==> config.mk <==
export PLATFORM = sky130hd
export DESIGN_NAME = regfile_wr_arbiter
export DESIGN_NICKNAME = d
export VERILOG_FILES = /design/src/rtl/regfile_wr_arbiter.sv
export SDC_FILE = /design/constraint.sdc
export NUM_CORES = 1
export LEC_CHECK = 0
export BUFFER_PORTS_ARGS = -buffer_cell sky130_fd_sc_hd__buf_4
export CORE_MARGIN = 8
export CORE_UTILIZATION = 48
export DETAILED_ROUTE_END_ITERATION = 10
export MAX_ROUTING_LAYER = met4
export PLACE_DENSITY_LB_ADDON = 0.2
export RECOVER_POWER = 100
export SLEW_MARGIN = 5
export SYNTH_ARGS = -nofsm -noshare
export SYNTH_HDL_FRONTEND = slang
export SYNTH_SLANG_ARGS = --single-unit
==> constraint.sdc <==
create_clock -name clk -period 3.8 [get_ports clk]
set_input_delay 0.38 -clock clk [delete_from_list [all_inputs] [get_ports clk]]
set_output_delay 0.38 -clock clk [all_outputs]
set_load 0.03 [all_outputs]
==> src/rtl/regfile_wr_arbiter.sv <==
// Two-requester arbiter for the register file write port: ALU path A has priority, slow path B is FIFO-buffered
// with a starvation counter. Optional macro REGFILE_WR_ARB_SQUASH_EN kills queued B writes overwritten by A.
module regfile_wr_arbiter #(
  parameter int N          = 64,
  parameter int DEPTH      = 2,
  parameter int STARVE_MAX = 4
) (
  input  logic                     clk,
  input  logic                     reset,
  input  logic                     a_valid,
  output logic                     a_ready,
  input  logic [4:0]               a_addr,
  input  logic [N-1:0]             a_data,
  input  logic                     b_valid,
  output logic                     b_ready,
  input  logic [4:0]               b_addr,
  input  logic [N-1:0]             b_data,
  output logic                     we3,
  output logic [4:0]               wa3,
  output logic [N-1:0]             wd3,
  output logic [$clog2(DEPTH):0]   b_count,
  output logic                     busy
);

  localparam int PW = $clog2(DEPTH);
  localparam int CW = PW + 1;
  localparam int SW = $clog2(STARVE_MAX + 1);
  localparam logic [CW-1:0] DEPTH_C  = CW'(DEPTH);
  localparam logic [SW-1:0] STARVE_C = SW'(STARVE_MAX);
  localparam logic [4:0]    XZR      = 5'd31;

  logic [4:0]    addr_mem [DEPTH];
  logic [N-1:0]  data_mem [DEPTH];
  logic [PW-1:0] rd_ptr_reg, wr_ptr_reg;
  logic [SW-1:0] starve_cnt_reg;

  logic          has_head, force_b, grant_a, grant_b, push;
  logic          head_dead, head_write;
  logic [4:0]    head_addr;
  logic [N-1:0]  head_data;

  assign has_head  = (b_count != '0);
  assign force_b   = has_head && (starve_cnt_reg == STARVE_C);
  assign a_ready   = reset && !force_b;
  // b_ready looks only at current occupancy, so a full FIFO stays closed even on a pop cycle.
  assign b_ready   = reset && (b_count < DEPTH_C);
  assign grant_a   = a_valid && a_ready;
  assign grant_b   = has_head && !grant_a;
  assign push      = b_valid && b_ready;
  assign head_addr = addr_mem[rd_ptr_reg];
  assign head_data = data_mem[rd_ptr_reg];
  assign busy      = has_head || we3;

`ifdef REGFILE_WR_ARB_SQUASH_EN
  logic [DEPTH-1:0] dead_reg;
  logic [DEPTH-1:0] squash_hit;

  // Slots outside the occupied range may get marked too; harmless, since a push always clears the bit.
  for (genvar gi = 0; gi < DEPTH; gi++) begin : g_squash
    assign squash_hit[gi] = grant_a && (addr_mem[gi] == a_addr);
  end

  always_ff @(posedge clk) begin
    if (!reset) begin
      dead_reg <= '0;
    end else begin
      for (int i = 0; i < DEPTH; i++) begin
        if (push && (wr_ptr_reg == PW'(i)))
          dead_reg[i] <= 1'b0;
        else if (squash_hit[i])
          dead_reg[i] <= 1'b1;
      end
    end
  end

  assign head_dead = dead_reg[rd_ptr_reg];
`else
  assign head_dead = 1'b0;
`endif

  assign head_write = (head_addr != XZR) && !head_dead;

  always_ff @(posedge clk) begin
    if (reset && push) begin
      addr_mem[wr_ptr_reg] <= b_addr;
      data_mem[wr_ptr_reg] <= b_data;
    end
  end

  always_ff @(posedge clk) begin
    if (!reset) begin
      we3            <= 1'b0;
      wa3            <= '0;
      wd3            <= '0;
      rd_ptr_reg     <= '0;
      wr_ptr_reg     <= '0;
      b_count        <= '0;
      starve_cnt_reg <= '0;
    end else begin
      if (grant_a) begin
        we3 <= (a_addr != XZR);
        if (a_addr != XZR) begin
          wa3 <= a_addr;
          wd3 <= a_data;
        end
      end else if (grant_b) begin
        we3 <= head_write;
        if (head_write) begin
          wa3 <= head_addr;
          wd3 <= head_data;
        end
      end else begin
        we3 <= 1'b0;
      end

      if (push)    wr_ptr_reg <= wr_ptr_reg + PW'(1);
      if (grant_b) rd_ptr_reg <= rd_ptr_reg + PW'(1);

      case ({push, grant_b})
        2'b10:   b_count <= b_count + CW'(1);
        2'b01:   b_count <= b_count - CW'(1);
        default: b_count <= b_count;
      endcase

      if (has_head && grant_a) begin
        if (starve_cnt_reg != STARVE_C)
          starve_cnt_reg <= starve_cnt_reg + SW'(1);
      end else begin
        starve_cnt_reg <= '0;
      end
    end
  end

endmodule

Word level (Yosys, flattened, before mapping)
Memories as Yosys holds them, arrays and structs flattened. A register that Yosys moved wholly into a read port is not among the register bits.
Cells that the tools add are included.
- mux-type cells: 17
- bitwise operators: 0
- divide/modulo/power cells: 0
- shift-type cells: 0
- multipliers: 0
- magnitude comparators: 1
- reductions and logical operators: 17
- eq/ne operators: 7
- add/sub/neg operators: 5
- operators by type and width (kind ; number):
    $mux 64 ; 4
    $mux 5 ; 4
    $ne 5x5->1 const B ; 2
    $logic_and 1x1->1 ; 8
    $mux 1 ; 8
    $reduce_bool 2->1 ; 4
    $pmux 2 s2 ; 1
    $add 3x1->3 const B ; 1
    $eq 3x3->1 const B ; 1
    $ne 3x3->1 const B ; 1
    $reduce_and 3->1 ; 1
    $add 1x1->1 const B ; 2
    $add 2x1->2 const B ; 1
    $eq 2x1->1 const B ; 1
    $eq 2x2->1 const B ; 1
    $logic_not 1->1 ; 2
    $lt 2x2->1 const B ; 1
    $ne 2x1->1 const B ; 1
    $reduce_and 2->1 ; 1
    $sub 2x1->2 const B ; 1
    $logic_or 1x1->1 ; 1
- bits in latches: 0
- input bits: 142
- register bits: 77
- word-level logic and storage cells: 56
- output and inout bits: 75
- bits in writable memories: 138
- memory bits (read-only): 0
- memories: 2
- memories (memory ; words ; width ; rd ports ; clocked after Yosys merged registers in ; write ports ; line ; text):
    data_mem ; 2 ; 64 ; 1 ; 1 ; 1 ; 33 ; logic [N-1:0] data_mem [DEPTH];
    addr_mem ; 2 ; 5 ; 1 ; 1 ; 1 ; 32 ; logic [4:0] addr_mem [DEPTH];

Logic depth before layout (Yosys ltp)
Gate-level depths: netlist of run 1.
- depth after elaboration: 9
- depth in mapped cells: 8
- depth with buffers taken out: 8

Worst setup path before layout of run 1
No wires, ideal clock.
- path type: register to register
- from: register b_count[1]
- to: memory addr_mem[0][0], enable pin
- cell stages (with the launch flop): 4
- setup slack: -0.823 ns
- data required time: 3.302 ns
- path buffers: 0
- period minus slack after synthesis: 4.623 ns
- library setup time: 0.498 ns
- data arrival time: 4.124 ns
- path through: dfxtp_1 > nor2b_1 > nand2_1 > nor2_1
- word-level cells in the longest chain between the ends: 6
- RTL lines (element ; line ; text):
    from (decl) ; 21 ; output logic [$clog2(DEPTH):0] b_count,
    from (signal assigned) ; 120 ; 2'b10: b_count <= b_count + CW'(1);
    from (signal assigned) ; 121 ; 2'b01: b_count <= b_count - CW'(1);
    from (signal assigned) ; 122 ; default: b_count <= b_count;
    $lt 2x2->1 ; 46 ; assign b_ready = reset && (b_count < DEPTH_C);
    $logic_and 1x1->1 ; 46 ;
    named net b_ready ; 15 ; output logic b_ready,
    $logic_and 1x1->1 ; 49 ; assign push = b_valid && b_ready;
    $logic_and 1x1->1 ; 84 ; if (reset && push) begin
    $mux 1 ; 84 ;
    $mux 1 (not written as such) ; 85 ; addr_mem[wr_ptr_reg] <= b_addr;
    to (decl) ; 32 ;
The timed path passes the listed nets, and every way through them passes these cells.

Worst setup path after layout of run 1
- from: input port reset
- to: output port a_ready
- word-level cells in the longest chain between the ends: 1
- RTL lines (element ; line ; text):
    from (decl) ; 9 ; input logic reset,
    $logic_and 1x1->1 ; 44 ; assign a_ready = reset && !force_b;
    to (decl) ; 11 ; output logic a_ready,
No other way between the ends.

==> reports/qor.yml, run 1 <==
routing:
  viasPerCell: 5.417
  ant_nets: 0
  drtIter0Drc: 265
  drt_wl_total_um: 21920
  wl_per_cell_um: 19.73
  vias: 6018
  drt-pass1-iter-count: 4
  drc: 0
floorplanning:
  rows: 49
  die_area_um2: 23090
  core_area_um2: 18020
  die_h_um: 152.0
  initial_core_util_pct: 49.22
  die_x_um: 152.0
  io-pin-count: 217
hold_path:
  holdPathEnd: "data_mem[1][10]$_DFFE_PP_"
  holdPathStages: 1
  worstHoldStart: "b_data[10]"
  hold_path.class: "in -> reg"
clock_network:
  post_cts_resized: 0
  cts_made_buffers: 24
  post-cts-setup-buffer-count: 0
  cts_tree: "done"
  clk_latency_ns: 0.51
  ctsLongestPathBuffers: 3
  hold_buffers: 0
  cts_sinks: 216
  clkTransAtPathRegs_ns: 0.06
  h-tree-depth: 1
  clock-root-buffer: "clkbuf_16"
synth:
  yosysTopAreaCellShare_pct: 46.71
  syn_area_um2: 8872
  synth_top_area_cell: "edfxtp_1"
  syn_nets: 804
  avgSynthCellArea_um2: 13.46
  synth_cell_type_count: 34
  synth_enable_flop_cells: 138
  yosysWarnings: 0
  synthCells: 659
  dominantRegCellSynth: "edfxtp_1"
  synth_area_leaders: "edfxtp_1, dfxtp_1, mux2i_1, o211ai_1, o21ai_0"
  seq_area_frac_synth_pct: 64.31
  synth-seq-cells: 216
  async_flop_share_pct: 0
grt:
  grt_overflow_total: 0
  track_usage_pct: 18.55
  grt_max_degree: 77
  antenna_found_initial: 4
  grt_pass1_wl_um: 34070
  grt_pass1_vias: 6308
power_and_ir_drop:
  power.density_nw_per_um2: 696.3
  power_leakage_uw: 0.004016
  vdd_drop_max_mv: 0.3786
  totalPowerFinal_uw: 7637
placement:
  place.gp.congestion: 0.7951
  portBuffers: 216
  dpl.hpwl_um: 14790
final_layout:
  top_register: "data_mem"
  fillCellCount: 1528
  area_delta_synth_final_pct: 23.62
  reg_top3: "data_mem (128), wd3 (64), addr_mem (10)"
  final_cell_mix: "mux2i_1, edfxtp_1, clkbuf_1"
  drive_above_1_share_pct: 19.25
  largest_reg_flops: 128
  nets: 1005
  utilization_pct: 60.85
setup_path:
  path_class: "in -> out"
  r2r_end: "wa3[1]$_SDFFE_PN0P_"
  startpoint: "reset"
  cp_max_fo: 76
  cp.arrival_ns: 2.75
  r2r_start: "starve_cnt_reg[0]$_SDFFE_PN0P_"
  r2r_slack_ns: 0.87
  critPathCaptureType: "primary output"
  required_ns: 3.42
  reg2regPathDepth: 7
  worstSetupStartpointType: "input pin"
sta:
  min_period_ns: 3.131
  fmax_mhz: 319.3
  skew_ns: 0.01181
  rsz0062_at_grt: "no"
  worst_pin_slew_ns: 1.458
  period_share_pct: 82.41
  report.final.slew_viol_count: 0
  final.setup.tns_ns: 0
  finalHoldViolations: 0
  maxSlewHeadroom_pct: 2.824
  final-setup-viol-count: 0
run:
  timing.max_cap.violations: 0
outcome:
  outcome: "complete, no violations"
## metrics by stage
stage	hold slack (ns)	cell area [µm²]	cells	setup WS, ns
floorplan	0.4279	8875	659	0.3303
global placement	0.4386	10560	1063	1.159
detailed placement	0.4534	10560	1063	1.073
CTS	0.03186	11370	1107	1.006
global route	0.05087	10970	1111	0.4561
finish	0.07223	10970	1111	0.6686
## final cells by class
| cell class | count | area, µm² | area share (%) |
|---|---|---|---|
| Timing Repair Buffer | 228 | 1313 | 11.97 |
| Antenna cell | 4 | 10.01 | 0.09126 |
| Clock inverter | 12 | 133.9 | 1.221 |
| Tap cell | 229 | 286.5 | 2.612 |
| Multi-Input combinational cell | 388 | 2826 | 25.77 |
| Sequential cell | 216 | 5709 | 52.05 |
| Inverter | 2 | 7.507 | 0.06845 |
| Clock buffer | 32 | 681.9 | 6.217 |
## how the worst max path moves through the flow
stage                               endpoint  slack, ns  cells past startpoint
floorplan           addr_mem[0][0]$_DFFE_PP_       0.33                      3
global placement        wd3[21]$_SDFFE_PN0P_       1.16                      6
detailed placement      wd3[23]$_SDFFE_PN0P_       1.07                      6
CTS                                  a_ready       1.01                      5
global route        data_mem[1][6]$_DFFE_PP_       0.46                      4
finish                               a_ready       0.67                      4
## Yosys cell counts (3+ instances only)
cell and instances:
buf_2 7, buf_12 7, mux2i_1 138, ha_1 3, nor2b_1 3, o211ai_1 69, o21ai_0 71, and2_1 5
dfxtp_1 78, clkbuf_1 35, edfxtp_1 138, nand2_1 74
## power breakdown
group / leakage, µW / switching (µW) / internal [µW]
clock: 0.000401 / 903 / 1460
combinational: 0.00171 / 1310 / 780
sequential: 0.00191 / 290 / 2890
## metal layers
metal  GRT usage [%]  vias to the layer above  routed length, µm  part of all wire [%]
li1                -                     2891                  -                     -
met1           22.50                     2922               9683                    44
met2           30.52                      178              10640                    49
met3           4.544                       27               1301                   5.9
met4           4.762                        0                296                   1.4
met5               -                        -                  0                     0
## cell families after synthesis
| logic type | after synthesis | synth area share, % |
|---|---|---|
| fa+ha+maj | 3 | 0.4231 |
| simple gates | 97 | 4.767 |
| flops | 216 | 64.31 |
| compound gates | 147 | 10.68 |
| buf+inv | 55 | 3.963 |
| xor+xnor | 3 | 0.2962 |
| mux | 138 | 15.57 |
## critical path, stage by stage
cell	delay [ns]
clkbuf_2	1.04
buf_4	0.76
nor2b_1	0.23
clkbuf_1	0.33
Power figures use the tool's default switching activity.
==> inputs of run 2 (changes only) <==
ABC_AREA = 1   (was not set)
CORE_UTILIZATION = 54   (was 48)
clock period = 3.2 ns   (was 3.8 ns; I/O delays follow)
==> run 2 against run 1 <==
Effect of this change: the flow now finishes with violations (max-capacitance violations, max-slew violations); flip-flop and latch count did not move; core utilization rose by 9.7 points; non-clock buffer count rose by 60; highest routed layer unchanged; sequential power rose by 17%; clock skew barely moved; first-iteration DRC count rose by 75%; hold slack got worse by 0.023 ns.
==> reports/qor.yml, run 2 <==
outcome:
  outcome: "finished, violations left"
  violations: "max-capacitance violations, max-slew violations"
power_and_ir_drop:
  power.density_nw_per_um2: 803.0
  vdd_drop_max_mv: 0.5650
  power_leakage_uw: 0.005479
  seqPwrFrac_pct: 38.4
  internal_power_uw: 6127
  p_comb_share_pct: 33.8
  totalPowerFinal_uw: 9669
  p_sw_uw: 3542
  p_sw_share_pct: 36.63
  power_frac_clock_pct: 27.8
placement:
  dpl.hpwl_um: 14690
  place.gp.congestion: 0.8001
  portBuffers: 216
  post-place-ws_ns: 0.9320
  placed_cells: 1479
routing:
  drt_wl_total_um: 23950
  vias: 7871
  wl_per_cell_um: 15.18
  viasPerCell: 4.988
  ant_nets: 0
  drtIter0Drc: 464
  drc: 0
  drt-pass1-iter-count: 5
grt:
  grt_overflow_total: 0
  grt_pass1_vias: 7645
  antenna_found_initial: 0
  grt_pass1_wl_um: 38010
  track_usage_pct: 22.01
  grt_max_degree: 79
synth:
  synth_cell_type_count: 25
  yosysWarnings: 0
  syn_area_um2: 9315
  synthCells: 1091
  synth_enable_flop_cells: 138
  synthTopCellsByCount: "nand2_1, edfxtp_1, a21oi_1"
  synth_area_leaders: "edfxtp_1, nand2_1, dfxtp_1, a21oi_1, nand3_1"
  avgSynthCellArea_um2: 8.538
  synth-seq-cells: 216
  seq_area_frac_synth_pct: 61.25
  synth_top_area_cell: "edfxtp_1"
  async_flop_share_pct: 0
  synth.most_common_cell: "nand2_1"
  dominantRegCellSynth: "edfxtp_1"
  yosysTopAreaCellShare_pct: 44.49
  syn_nets: 1236
sta:
  min_period_ns: 2.649
  finalWorstSetupSlack_ns: 0.5514
  maxSlewHeadroom_pct: -19.63
  fmax_mhz: 377.6
  skew_ns: 0.01203
  report.final.slew_viol_count: 61
  rsz0062_at_grt: "no"
  period_share_pct: 82.77
  finalHoldViolations: 0
  worst_pin_slew_ns: 1.794
  final-setup-viol-count: 0
clock_network:
  clock-root-buffer: "clkbuf_16"
  post_cts_resized: 0
  post-cts-setup-buffer-count: 0
  h-tree-depth: 1
  cts_tree: "done"
  hold_buffers: 48
  cts_made_buffers: 23
  ctsLongestPathBuffers: 3
  clk_latency_ns: 0.50
  cts_sinks: 216
  clkTransAtPathRegs_ns: 0.06
final_layout:
  final_common_cell: "nand2_1"
  area_delta_synth_final_pct: 29.27
  drive_above_1_share_pct: 13.23
  nets: 1482
  diodes: 0
  final_cell_mix: "nand2_1, edfxtp_1, clkbuf_1"
  utilization_pct: 70.60
  final_cells: 1578
  largest_reg_flops: 128
  reg_top3: "data_mem (128), wd3 (64), addr_mem (10)"
  top_register: "data_mem"
floorplanning:
  initial_core_util_pct: 54.61
  die_h_um: 147.3
  die_x_um: 147.3
  rows: 48
  io-pin-count: 217
  die_area_um2: 21710
  core_area_um2: 17060
setup_path:
  cp_max_fo: 56
  critPathCaptureType: "flip-flop"
  required_ns: 3.58
  worstSetupStartpointType: "flip-flop"
  path_class: "reg -> reg"
  cp.arrival_ns: 3.03
run:
  timing.max_cap.violations: 2
hold_path:
  hold_path.class: "in -> reg"
-- run 2: changes by cell type after synthesis, moves of 26 or more --
cell and change:
nand2_1 +418, o21ai_0 -68, buf_2 +26, mux2i_1 -138, nand3_1 +69, inv_1 +71, a21oi_1 +79, nor2_1 +71
o211ai_1 -69
-- run 2: worst paths after layout --
path | cells after the start | startpoint | endpoint | slack, ns
max | 12 | starve_cnt_reg[0]$_SDFFE_PN0P_ | wd3[11]$_SDFFE_PN0P_ | 0.55
min | 1 | b_data[21] | data_mem[1][21]$_DFFE_PP_ | 0.05
max reg2reg | 12 | starve_cnt_reg[0]$_SDFFE_PN0P_ | wd3[11]$_SDFFE_PN0P_ | 0.55
min reg2reg | 1 | rd_ptr_reg$_SDFFE_PN0P_ | flip-flop | 0.46
-- run 2: cell type report --
type	count	area, µm²
inverter	77	289.0
sequential	216	5707
tap	225	281.5
timing repair buffer	288	1976
multi-input combinational	731	3019
clock buffer	32	629.4
fill	1399	5015
clock inverter	9	140.1
-- run 2: cells by family (layout without fill, tap and decap cells) --
kind of cell    count (synthesis)  after routing  share of synthesized area (%)
compound gates                 85             85                          4.715
xor+xnor                        2              2                         0.1881
fa+ha+maj                       3              3                         0.4030
buf+inv                       144            406                          6.488
flops                         216            216                          61.25
simple gates                  641            641                          26.96
-- run 2: per-layer routing --
metal	global-route usage (%)	wire (µm)	vias to the layer above	part of all wire, %
li1	-	-	3950	-
met1	25.54	9807	3569	41
met2	37.16	11800	293	49
met3	4.645	1562	59	6.5
met4	7.955	779	0	3.3
met5	-	0	-	0
-- run 2: worst max-delay path, cell delays in order (launching register included) --
cell      delay, ns
dfxtp_1        0.33
inv_1          0.08
ha_1           0.15
nand2_1        0.11
inv_1          0.13
nand2_1        0.06
nand3_1        0.09
inv_1          0.09
nand2_4        0.46
clkbuf_2       0.65
nand3_1        0.19
nand2_1        0.09
nor2_1         0.04
-- run 2: through the flow --
| stage | TNS [ns] | hold WS (ns) | instance area [µm²] |
|---|---|---|---|
| global placement | 0 | 0.4285 | 11050 |
| global route | 0 | 0.02689 | 12040 |
| detailed placement | 0 | 0.4394 | 11050 |
| floorplan | -58.47 | 0.4189 | 9320 |
| finish | 0 | 0.04916 | 12040 |
| CTS | 0 | 0.0001888 | 12300 |
-- run 2: power by group through the flow --
stage / sequential (µW) / clock, µW / combinational [µW]
3_5_place_dp: 3760 / 0 / 3470
2_1_floorplan: 4310 / 0 / 1810
4_1_cts: 3710 / 2760 / 3550
5_1_grt: 3760 / 2850 / 3660
3_3_place_gp: 3750 / 0 / 3410
6_report: 3710 / 2690 / 3270
